--- config.mk ---
export PLATFORM = sky130hd
export DESIGN_NAME = mult_datapath_resp
export DESIGN_NICKNAME = d
export VERILOG_FILES = /design/src/rtl/mult_pkg.sv /design/src/rtl/mult_datapath_resp_shift_add_step.sv /design/src/rtl/mult_datapath_resp.sv
export SDC_FILE = /design/constraint.sdc
export NUM_CORES = 1
export LEC_CHECK = 0
export ABC_AREA = 1
export CELL_PAD_IN_SITES_DETAIL_PLACEMENT = 1
export CELL_PAD_IN_SITES_GLOBAL_PLACEMENT = 1
export CORE_ASPECT_RATIO = 1.2
export CORE_MARGIN = 4
export CORE_UTILIZATION = 43
export CTS_CLUSTER_SIZE = 20
export DETAILED_ROUTE_END_ITERATION = 10
export PLACE_DENSITY = 0.92
export SYNTH_ARGS = -nofsm -noshare
export SYNTH_HDL_FRONTEND = slang
export SYNTH_SLANG_ARGS = --single-unit
--- constraint.sdc ---
create_clock -name clk -period 4.1 [get_ports clk]
set_clock_uncertainty 0.15 [all_clocks]
set_input_delay 0.41 -clock clk [delete_from_list [all_inputs] [get_ports clk]]
set_output_delay 0.41 -clock clk [all_outputs]
set_load 0.01 [all_outputs]
--- src/rtl/mult_pkg.sv ---
// rtl/mult_pkg.sv - shared encoding and defaults for the shift-add multiplier
package mult_pkg;

  localparam int DEFAULT_WIDTH = 8;

  // Encoding 2'd3 is deliberately unused; the FSM steers it back to IDLE.
  typedef enum logic [1:0] {
    IDLE = 2'd0,
    RUN  = 2'd1,
    DONE = 2'd2
  } state_t;

endpackage

--- src/rtl/mult_datapath_resp_shift_add_step.sv ---
// rtl/mult_datapath_resp_shift_add_step.sv - one combinational shift-add multiply step
module shift_add_step #(
  parameter int WIDTH = 8
) (
  input  logic [2*WIDTH-1:0] acc,
  input  logic [2*WIDTH-1:0] mcand,
  input  logic [WIDTH-1:0]   mplier,
  output logic [2*WIDTH-1:0] acc_next,
  output logic [2*WIDTH-1:0] mcand_next,
  output logic [WIDTH-1:0]   mplier_next
);

  assign acc_next    = acc + (mplier[0] ? mcand : '0);
  assign mcand_next  = {mcand[2*WIDTH-2:0], 1'b0};
  assign mplier_next = {1'b0, mplier[WIDTH-1:1]};

endmodule

--- src/rtl/mult_datapath_resp.sv ---
// rtl/mult_datapath_resp.sv - ld/clr responder running an unsigned WIDTH-cycle shift-add multiply
module mult_datapath_resp
  import mult_pkg::*;
#(
  parameter int WIDTH = DEFAULT_WIDTH
) (
  input  logic               clk,
  input  logic               reset_n,
  input  logic               clr,
  input  logic               ld,
  input  logic [WIDTH-1:0]   a,
  input  logic [WIDTH-1:0]   b,
  output logic               busy,
  output logic               done,
  output logic [2*WIDTH-1:0] product
);

  localparam int CW = $clog2(WIDTH);
  localparam logic [CW-1:0] LAST = CW'(WIDTH - 1);

  state_t               state_q;
  state_t               state_d;
  logic [CW-1:0]        count;
  logic [2*WIDTH-1:0]   acc;
  logic [2*WIDTH-1:0]   mcand;
  logic [WIDTH-1:0]     mplier;
  logic [2*WIDTH-1:0]   acc_next;
  logic [2*WIDTH-1:0]   mcand_next;
  logic [WIDTH-1:0]     mplier_next;
  logic                 last_step;

  shift_add_step #(.WIDTH(WIDTH)) u_step (
    .acc         (acc),
    .mcand       (mcand),
    .mplier      (mplier),
    .acc_next    (acc_next),
    .mcand_next  (mcand_next),
    .mplier_next (mplier_next)
  );

  assign last_step = (count == LAST);

  // clr and reset are applied in the register process, so they override this.
  always_comb begin
    state_d = IDLE;
    case (state_q)
      IDLE:    state_d = ld ? RUN : IDLE;
      RUN:     state_d = last_step ? DONE : RUN;
      DONE:    state_d = ld ? RUN : IDLE;
      default: state_d = IDLE;
    endcase
  end

  always_ff @(posedge clk) begin
    if (!reset_n || clr) begin
      state_q <= IDLE;
      count   <= '0;
      acc     <= '0;
      mcand   <= '0;
      mplier  <= '0;
      product <= '0;
    end else begin
      state_q <= state_d;
      case (state_q)
        IDLE, DONE: begin
          if (ld) begin
            acc    <= '0;
            mcand  <= {{WIDTH{1'b0}}, a};
            mplier <= b;
            count  <= '0;
          end
        end
        RUN: begin
          acc    <= acc_next;
          mcand  <= mcand_next;
          mplier <= mplier_next;
          count  <= count + CW'(1);
          if (last_step) begin
            product <= acc_next;
          end
        end
        default: begin
          count <= '0;
        end
      endcase
    end
  end

  assign busy = (state_q == RUN);
  assign done = (state_q == DONE);

endmodule

== After elaboration in Yosys (flattened, before gate mapping) ==
Cells that the tools add are included.

* Register bits after elaboration: 61
* Input port bits: 20
* Output and inout port bits: 18

* $add $sub $neg: 2
* Eq/ne operators: 4
* Muxes and demuxes: 12
* Reduce and logical (&&, ||, !) cells: 7

{| class="wikitable"
|+ Operators with widths
! kind !! count
|-
| 16-bit case mux with 2 select lines || 2
|-
| 16-bit 2-to-1 mux || 3
|-
| 16-bit adder || 1
|-
| 8-bit case mux with 2 select lines || 1
|-
| 8-bit 2-to-1 mux || 1
|-
| 3-bit case mux with 2 select lines || 1
|-
| 2-bit case mux with 2 select lines || 1
|-
| 2-bit AND reduction || 2
|-
| 3-bit by 1-bit adder with 3-bit output, second input constant || 1
|-
| 3-bit == test, second input constant || 1
|-
| 3-bit 2-to-1 mux || 1
|-
| 2-bit by 1-bit == test with 1-bit output, second input constant || 1
|-
| 2-bit == test, second input constant || 1
|-
| 2-bit zero test || 1
|-
| 2-bit 2-to-1 mux || 1
|-
| 2-bit by 1-bit != test with 1-bit output, second input constant || 1
|-
| 2-bit nonzero test || 1
|-
| 2-bit OR reduction || 1
|-
| 1-bit zero test || 1
|-
| 1-bit logical OR || 1
|-
| 1-bit 2-to-1 mux || 1
|}

== Logic depth before layout (Yosys ltp) ==
Gate-level depths: netlist of run 1.

* Word-level depth: 4
* Gate-level depth with buffers: 17
* Depth with buffers taken out: 15

== Modules after synthesis ==
A second synthesis of run 1 with hierarchy kept.

* Cell total of the unflattened synthesis: 609
* Area total of the unflattened synthesis: 3,860.0 um^2

{| class="wikitable"
|+ By module, submodules not included
! module !! times used !! cells an instance !! area an instance (um^2) !! sequential area each (um^2)
|-
| mult_datapath_resp || 1 || 375 || 2,642.5 || 1,221.2
|-
| shift_add_step || 1 || 234 || 1,217.4 || 0.0
|}

== Worst setup path before layout of run 1 ==
No wires, ideal clock.

* Path kind: flip-flop to flip-flop
* Start: register mplier[0]
* End: register product[14]
* Setup time: 0.109 ns
* Data arrival time: 1.947 ns
* Setup slack: 1.895 ns
* Cell stages (with the launch flop): 17
* Period minus slack after synthesis: 2.205 ns
* Path through: dfxtp_1 clkbuf_1 clkbuf_1 nand2_1 inv_1 ha_1 fa_1 nand2_1 nand2_1 nand3_1 nand2_1 nand2_1 nand3_1 nand2_1 nand2_1 nand2_1 inv_1

* Longest elaborated chain between the ends: 2

{| class="wikitable"
|+ RTL lines
! what !! line !! text
|-
| start, declared || mult_datapath_resp.sv:26 || <nowiki>logic [WIDTH-1:0] mplier;</nowiki>
|-
| start signal, assigned || mult_datapath_resp.sv:76 || <nowiki>mplier <= mplier_next;</nowiki>
|-
| 16-bit 2-to-1 mux || mult_datapath_resp_shift_add_step.sv:13 || <nowiki>assign acc_next = acc + (mplier[0] ? mcand : '0);</nowiki>
|-
| 16-bit adder || mult_datapath_resp_shift_add_step.sv:13 ||
|-
| end signal, assigned || mult_datapath_resp.sv:79 || <nowiki>product <= acc_next;</nowiki>
|-
| end, declared || mult_datapath_resp.sv:15 || <nowiki>output logic [2*WIDTH-1:0] product</nowiki>
|}

No other way between the ends.
A chain may end at the register's enable or synchronous reset.

== Worst setup path in the final report of run 1 ==
* Start: register state_q[0]
* End: output port busy

* Longest elaborated chain between the ends: 1

{| class="wikitable"
|+ RTL lines
! what !! line !! text
|-
| start, declared || mult_datapath_resp.sv:21 || <nowiki>state_t state_q;</nowiki>
|-
| start signal, assigned || mult_datapath_resp.sv:63 || <nowiki>state_q <= state_d;</nowiki>
|-
| 2-bit by 1-bit == test with 1-bit output || mult_datapath_resp.sv:89 || <nowiki>assign busy = (state_q == RUN);</nowiki>
|-
| end, declared || mult_datapath_resp.sv:13 || <nowiki>output logic busy,</nowiki>
|}

No other way between the ends.

==> results.yml, run 1 <==
floorplanning:
  die_y_um: 104
  num_io_pins: 38
  dieArea_um2: 9210
  num_rows: 34
  die_x_um: 88.3
  core_um2: 7400
  start_util_pct: 44.9
logic_synthesis:
  synth_nets: 525
  yosys_warnings: 0
  avgSynthCellArea_um2: 6.83
  syn_area_um2: 3320
  ys.flop_type: "dfxtp_1"
  synth-seq-cells: 61
  synth_edf_count: 0
  yosysUniqueCellTypes: 33
  ys_async_sr_fraction_pct: 0
  synth-seq-area-share_pct: 36.7
  synthCells: 487
setup_path:
  end_kind: "primary output"
  crit_fanout: 42
  reg2regPathDepth: 11
  path_cells: "nand2_4, clkinv_2, clkdlybuf4s50_1"
  cp_top_family: "buffers and inverters"
  cp_num_cells: 3
  cp.arrival_ps: 2130
  start_kind: "flop"
  crit_slowest_cell: "clkdlybuf4s50_1"
  critPathKind: "reg -> out"
  timing.critical_path.buf_inv: 2
  max_stage_delay_ps: 660
  crit_required_ps: 3540
drt:
  wl_um: 9590
  vias: 3275
  vias_per_cell: 5.35
  first_iter_violations: 108
  drc_errors: 0
  routedWlPerCell_um: 15.7
  drtPass1Iterations: 5
  detail-route-antenna-nets: 0
clock_network:
  clockBufferDepth: 2
  clk_pin_slew_worst_paths_ps: 70
  worstSkewPairLatency_ps: 350
  cts_resized: 0
  cts_setup_buffers: 0
  cts_root_buffer: "clkbuf_8"
  cts_max_level: 3
  cts_buffers: 9
  cts_tree: "done"
  clock_sinks: 61
  cts_hold_buf: 0
global_routing:
  antenna_found_initial: 0
  grt_pass1_vias: 3559
  grtUsageTotal_pct: 22.8
  grt-ovfl-total: 0
  grt_pass1_wl_um: 16600
  grt_max_degree: 43
timing:
  relSlewSlack_pct: 18.1
  rsz0062_at_grt: "no"
  setup_violations: 0
  finalSetupTns_ps: 0
  slew_violations: 0
  whs_ps: 321
  fmax_mhz: 372
  worst_pin_slew_ps: 1230
  post-route-period-util_pct: 65.6
  setup_slack_ps: 1410
  hold_viol: 0
  fin_crit_ps: 2690
power:
  power_density_nw_per_um2: 334
  leakagePower_nw: 1.93
  ir_drop_v: 0.000216
  finalPower_w: 0.00131
worst_hold_path:
  hp-class: "reg -> reg"
  hold_depth: 2
layout:
  final_nets: 555
  multi_input_area_um2: 1720
  diodes: 0
  drive_gt1_share_pct: 5.36
  layout.cells.non_filler: 612
  regArea_um2: 1220
  area_growth_pct: 18.2
  fillerInstances: 992
run_status:
  status: "complete, no violations"
place:
  place_inst: 596
  pre_cts_slack_ps: 1690
  gp_congestion: 0.868
  io_buffers: 37
  place.detailed.hpwl_um: 6680
run:
  drv_cap: 0
## routing by layer
| layer | track usage, % | vias up | part of all wire [%] |
|---|---|---|---|
| met5 | 0 | - | 0 |
| met4 | 8.42 | 0 | 1.9 |
| met3 | 3.80 | 21 | 3.5 |
| met2 | 41.4 | 62 | 54 |
| met1 | 25.8 | 1587 | 41 |
| li1 | - | 1605 | - |
## placed cells by master (no fill, tap or decap), types with 2 or more instances in the layout
cell type	n
nand2_1	165
inv_1	66
dfxtp_1	61
a21oi_1	48
clkdlybuf4s50_1	37
nor2_1	20
nand3_1	20
ha_1	17
o21ai_0	10
clkbuf_8	10
nor3_1	9
o221ai_1	7
o22ai_1	7
xor2_1	7
o21a_1	6
o21ai_1	4
clkinv_2	3
o21bai_1	3
nand2_4	2
inv_4	2
nor2_2	2
or2_1	2
a21o_1	2
bufinv_16	2
## per-stage QoR
| step | instance area (µm²) | util [%] |
|---|---|---|
| after floorplan | 3320 | - |
| after global placement | 3700 | 50.1 |
| after detailed placement | 3700 | 50.1 |
| after CTS | 3930 | 53.1 |
| after global routing | 3930 | 53.1 |
| final | 3930 | 53.1 |
## logic make-up (layout without fill, tap and decap cells)
group / after synthesis / count (layout) / share of synthesized area, %
buf+inv: 89 / 124 / 11.5
flops: 61 / 61 / 36.7
fa+ha+maj: 18 / 18 / 7.00
xor+xnor: 8 / 8 / 2.11
simple gates: 223 / 223 / 27.3
compound gates: 88 / 88 / 15.4
## synthesized netlist by cell type (3+ instances only)
master	number	share of area, %
nand2_1	165	19
inv_1	66	7.5
dfxtp_1	61	37
a21oi_1	48	7.2
nor2_1	21	2.4
nand3_1	20	3.0
ha_1	17	6.4
o21ai_0	10	1.5
nor3_1	9	1.4
o221ai_1	7	1.8
o22ai_1	7	1.3
xor2_1	7	1.8
buf_2	6	0.90
clkbuf_1	6	0.68
o21a_1	6	1.4
o21ai_1	4	0.60
buf_4	3	0.68
buf_6	3	1.0
o21bai_1	3	0.68
## worst paths after layout
kind	startpoint	end	slack, ps
max	state_q[0]$_SDFF_PP0_	busy	1410
min	mplier[7]$_SDFFE_PP0P_	mplier[7]$_SDFFE_PP0P_	320
max reg2reg	mplier[0]$_SDFFE_PP0P_	acc[13]$_SDFFE_PP0P_	1600
min reg2reg	mplier[7]$_SDFFE_PP0P_	mplier[7]$_SDFFE_PP0P_	320
## worst register-to-register path, stage by stage, from the launching register on
cell and delay [ps]:
dfxtp_1 670, nand2_1 160, inv_1 110, ha_1 270, or2_1 270, nand3_1 100
nand2_1 120, nand2_1 120, nand2_1 60, nand2_1 80, nand3_1 90, a21oi_1 210
## power breakdown
group          switching [W]  internal (W)  total (W)
clock network       0.000263      0.000358   0.000620
logic              0.0000507     0.0000313  0.0000821
registers         0.00000891      0.000601   0.000610
total               0.000322      0.000990    0.00131
## area by class of cell
type	instances	area share (%)
Multi-Input combinational cell	337	43.9
Sequential cell	61	31.1
Timing Repair Buffer	38	9.62
Inverter	70	6.85
Clock buffer	10	3.50
Tap cell	90	2.87
Clock inverter	6	2.20
## sequential cells by signal, summed over array words and instances, names as in the netlist
name / flops
mplier: 8
acc: 16
product: 16
mcand: 16
state_q: 2
count: 3
(Power assumes the default switching activity.)
==> inputs of run 2 (changes only) <==
CORE_UTILIZATION = 36   (was 43)
PLACE_DENSITY = 0.83   (was 0.92)
clock period = 2.3 ns   (was 4.1 ns; I/O delays follow)
==> run 2 against run 1 <==
Effect of this change: routed wire length down 2.7%; die area up 18%; clock-buffer cell count up 2; total power grew 85%; sequential share of layout area shrank 1.1 points; via count shrank 1.6%; largest cell class unchanged; largest power group unchanged.
==> results.yml, run 2 (same netlist as run 1, synthesis figures left out) <==
run_status:
  status: "complete, no violations"
timing:
  slew_violations: 0
  relSlewSlack_pct: 71.6
  fin_crit_ps: 2120
  hold_viol: 0
  setup_violations: 0
  post-route-period-util_pct: 92.3
  fmax_mhz: 471
  worst_pin_slew_ps: 425
power:
  power_density_nw_per_um2: 595
  finalPower_w: 0.00243
  ir_drop_v: 0.000333
  leakagePower_nw: 1.97
clock_network:
  worstSkewPairLatency_ps: 350
  clock_sinks: 61
  cts_root_buffer: "clkbuf_8"
  cts_hold_buf: 0
  cts_max_level: 3
  clockBufferDepth: 2
  cts_buffers: 9
  cts_tree: "done"
  clk_pin_slew_worst_paths_ps: 80
setup_path:
  reg2regPathDepth: 15
  critPathKind: "reg -> reg"
  regToRegStartpoint: "mplier[0]$_SDFFE_PP0P_"
  r2r_end: "product[15]$_SDFFE_PP0P_"
  start_kind: "flop"
  end_kind: "flop"
  crit_required_ps: 2410
  cp.arrival_ps: 2230
  rrSetupSlack_ps: 180
  crit_fanout: 10
floorplanning:
  core_um2: 9030
  die_x_um: 95.7
  die_y_um: 113
  num_io_pins: 38
  dieArea_um2: 10800
  num_rows: 38
  start_util_pct: 36.8
global_routing:
  grt-ovfl-total: 0
  grt_pass1_vias: 3355
  grtUsageTotal_pct: 18.3
  grt_pass1_wl_um: 15600
  antenna_found_initial: 0
  grt_max_degree: 34
layout:
  post-route-util_pct: 45.2
  drive_gt1_share_pct: 8.30
  final_nets: 563
  final_common_cell: "nand2_1"
  layout.cells.non_filler: 650
  top_regs: "acc x16, mcand x16, product x16"
  area_growth_pct: 22.8
  diodes: 0
  post-route-cell-area_um2: 4080
  final_cell_mix: "nand2_1 (162), inv_1 (66), dfxtp_1 (60), a21oi_1 (46), clkdlybuf4s50_1 (37)"
drt:
  drtPass1Iterations: 4
  vias: 3223
  vias_per_cell: 4.96
  detail-route-antenna-nets: 0
  first_iter_violations: 128
  wl_um: 9330
  drc_errors: 0
  routedWlPerCell_um: 14.4
worst_hold_path:
  min_to: "mcand[0]$_SDFFE_PP0P_"
  min_from: "a[0]"
  hp-class: "in -> reg"
  hold_depth: 3
place:
  gp_congestion: 0.805
  dpl_cell_area_um2: 3780
  io_buffers: 37
  place_inst: 631
  place.detailed.hpwl_um: 6680
run:
  drv_cap: 0
## run 2: cell types whose count changed in the layout (fill, tap and decap cells not counted), sizes merged
cell	before	now
clkinv	4	2
clkinvlp	1	0
bufinv	2	3
clkbuf	10	13
buf	1	8
## run 2: worst max-delay path by stage
| stage | start | to | cells past startpoint |
|---|---|---|---|
| floorplan | mplier[0]$_SDFFE_PP0P_ | product[14]$_SDFFE_PP0P_ | 16 |
| global placement | mplier[0]$_SDFFE_PP0P_ | product[12]$_SDFFE_PP0P_ | 14 |
| detailed placement | mplier[0]$_SDFFE_PP0P_ | product[12]$_SDFFE_PP0P_ | 14 |
| CTS | mplier[0]$_SDFFE_PP0P_ | product[12]$_SDFFE_PP0P_ | 14 |
| global route | mplier[0]$_SDFFE_PP0P_ | product[13]$_SDFFE_PP0P_ | 14 |
| finish | mplier[0]$_SDFFE_PP0P_ | product[15]$_SDFFE_PP0P_ | 15 |
## run 2: metrics by stage
| step | hold WS [ps] | TNS (ps) | setup WS, ps |
|---|---|---|---|
| global route | 316 | -8.02 | -8.02 |
| finish | 295 | 0 | 177 |
| global placement | 301 | 0 | 47.8 |
| floorplan | 222 | 0 | 94.6 |
| CTS | 281 | 0 | 78.5 |
| detailed placement | 316 | -2.09 | -2.09 |
## run 2: area by class of cell
| type | instances | area [µm²] |
|---|---|---|
| inverter | 70 | 269 |
| clock buffer | 12 | 145 |
| clock inverter | 4 | 95.1 |
| timing repair buffer | 46 | 438 |
| tap | 120 | 150 |
| sequential | 61 | 1220 |
| fill | 1193 | 4950 |
| multi-input combinational | 337 | 1760 |
## run 2: power by group
part	switching [W]	internal, W	total (W)
combinational	0.0000944	0.0000621	0.000156
clock	0.000439	0.000749	0.00119
sequential	0.0000135	0.00107	0.00108
total	0.000546	0.00188	0.00243
## run 2: repair_timing
item	4_1_cts	5_1_grt
pin swaps	0	1
cloned	0	0
endpoints found under the setup margin	7	13
resized for setup	1	11
setup buffers	0	3
## run 2: critical path, cell delays in order, from the launching register on
cell	delay (ps)
dfxtp_4	380
clkbuf_4	180
nand2_1	70
inv_1	70
ha_1	270
nand2_1	50
nand2_1	110
nand3_1	100
nand2_1	170
nand2_1	100
nand2_1	90
nand2_1	80
nand2_1	70
nand2_1	50
nand2_1	70
inv_1	30
## run 2: layer usage
layer | GRT usage (%) | vias up | part of all wire [%]
li1 | - | 1623 | -
met1 | 20.8 | 1544 | 43
met2 | 33.2 | 41 | 53
met3 | 3.59 | 15 | 2.8
met4 | 6.83 | 0 | 2.0
met5 | 0 | - | 0
==> inputs of run 3 (changes only) <==
SLEW_MARGIN = 20   (was not set)
==> results of run 3 <==
Same layout as run 2: the final DEF is identical, and so are final timing and power.
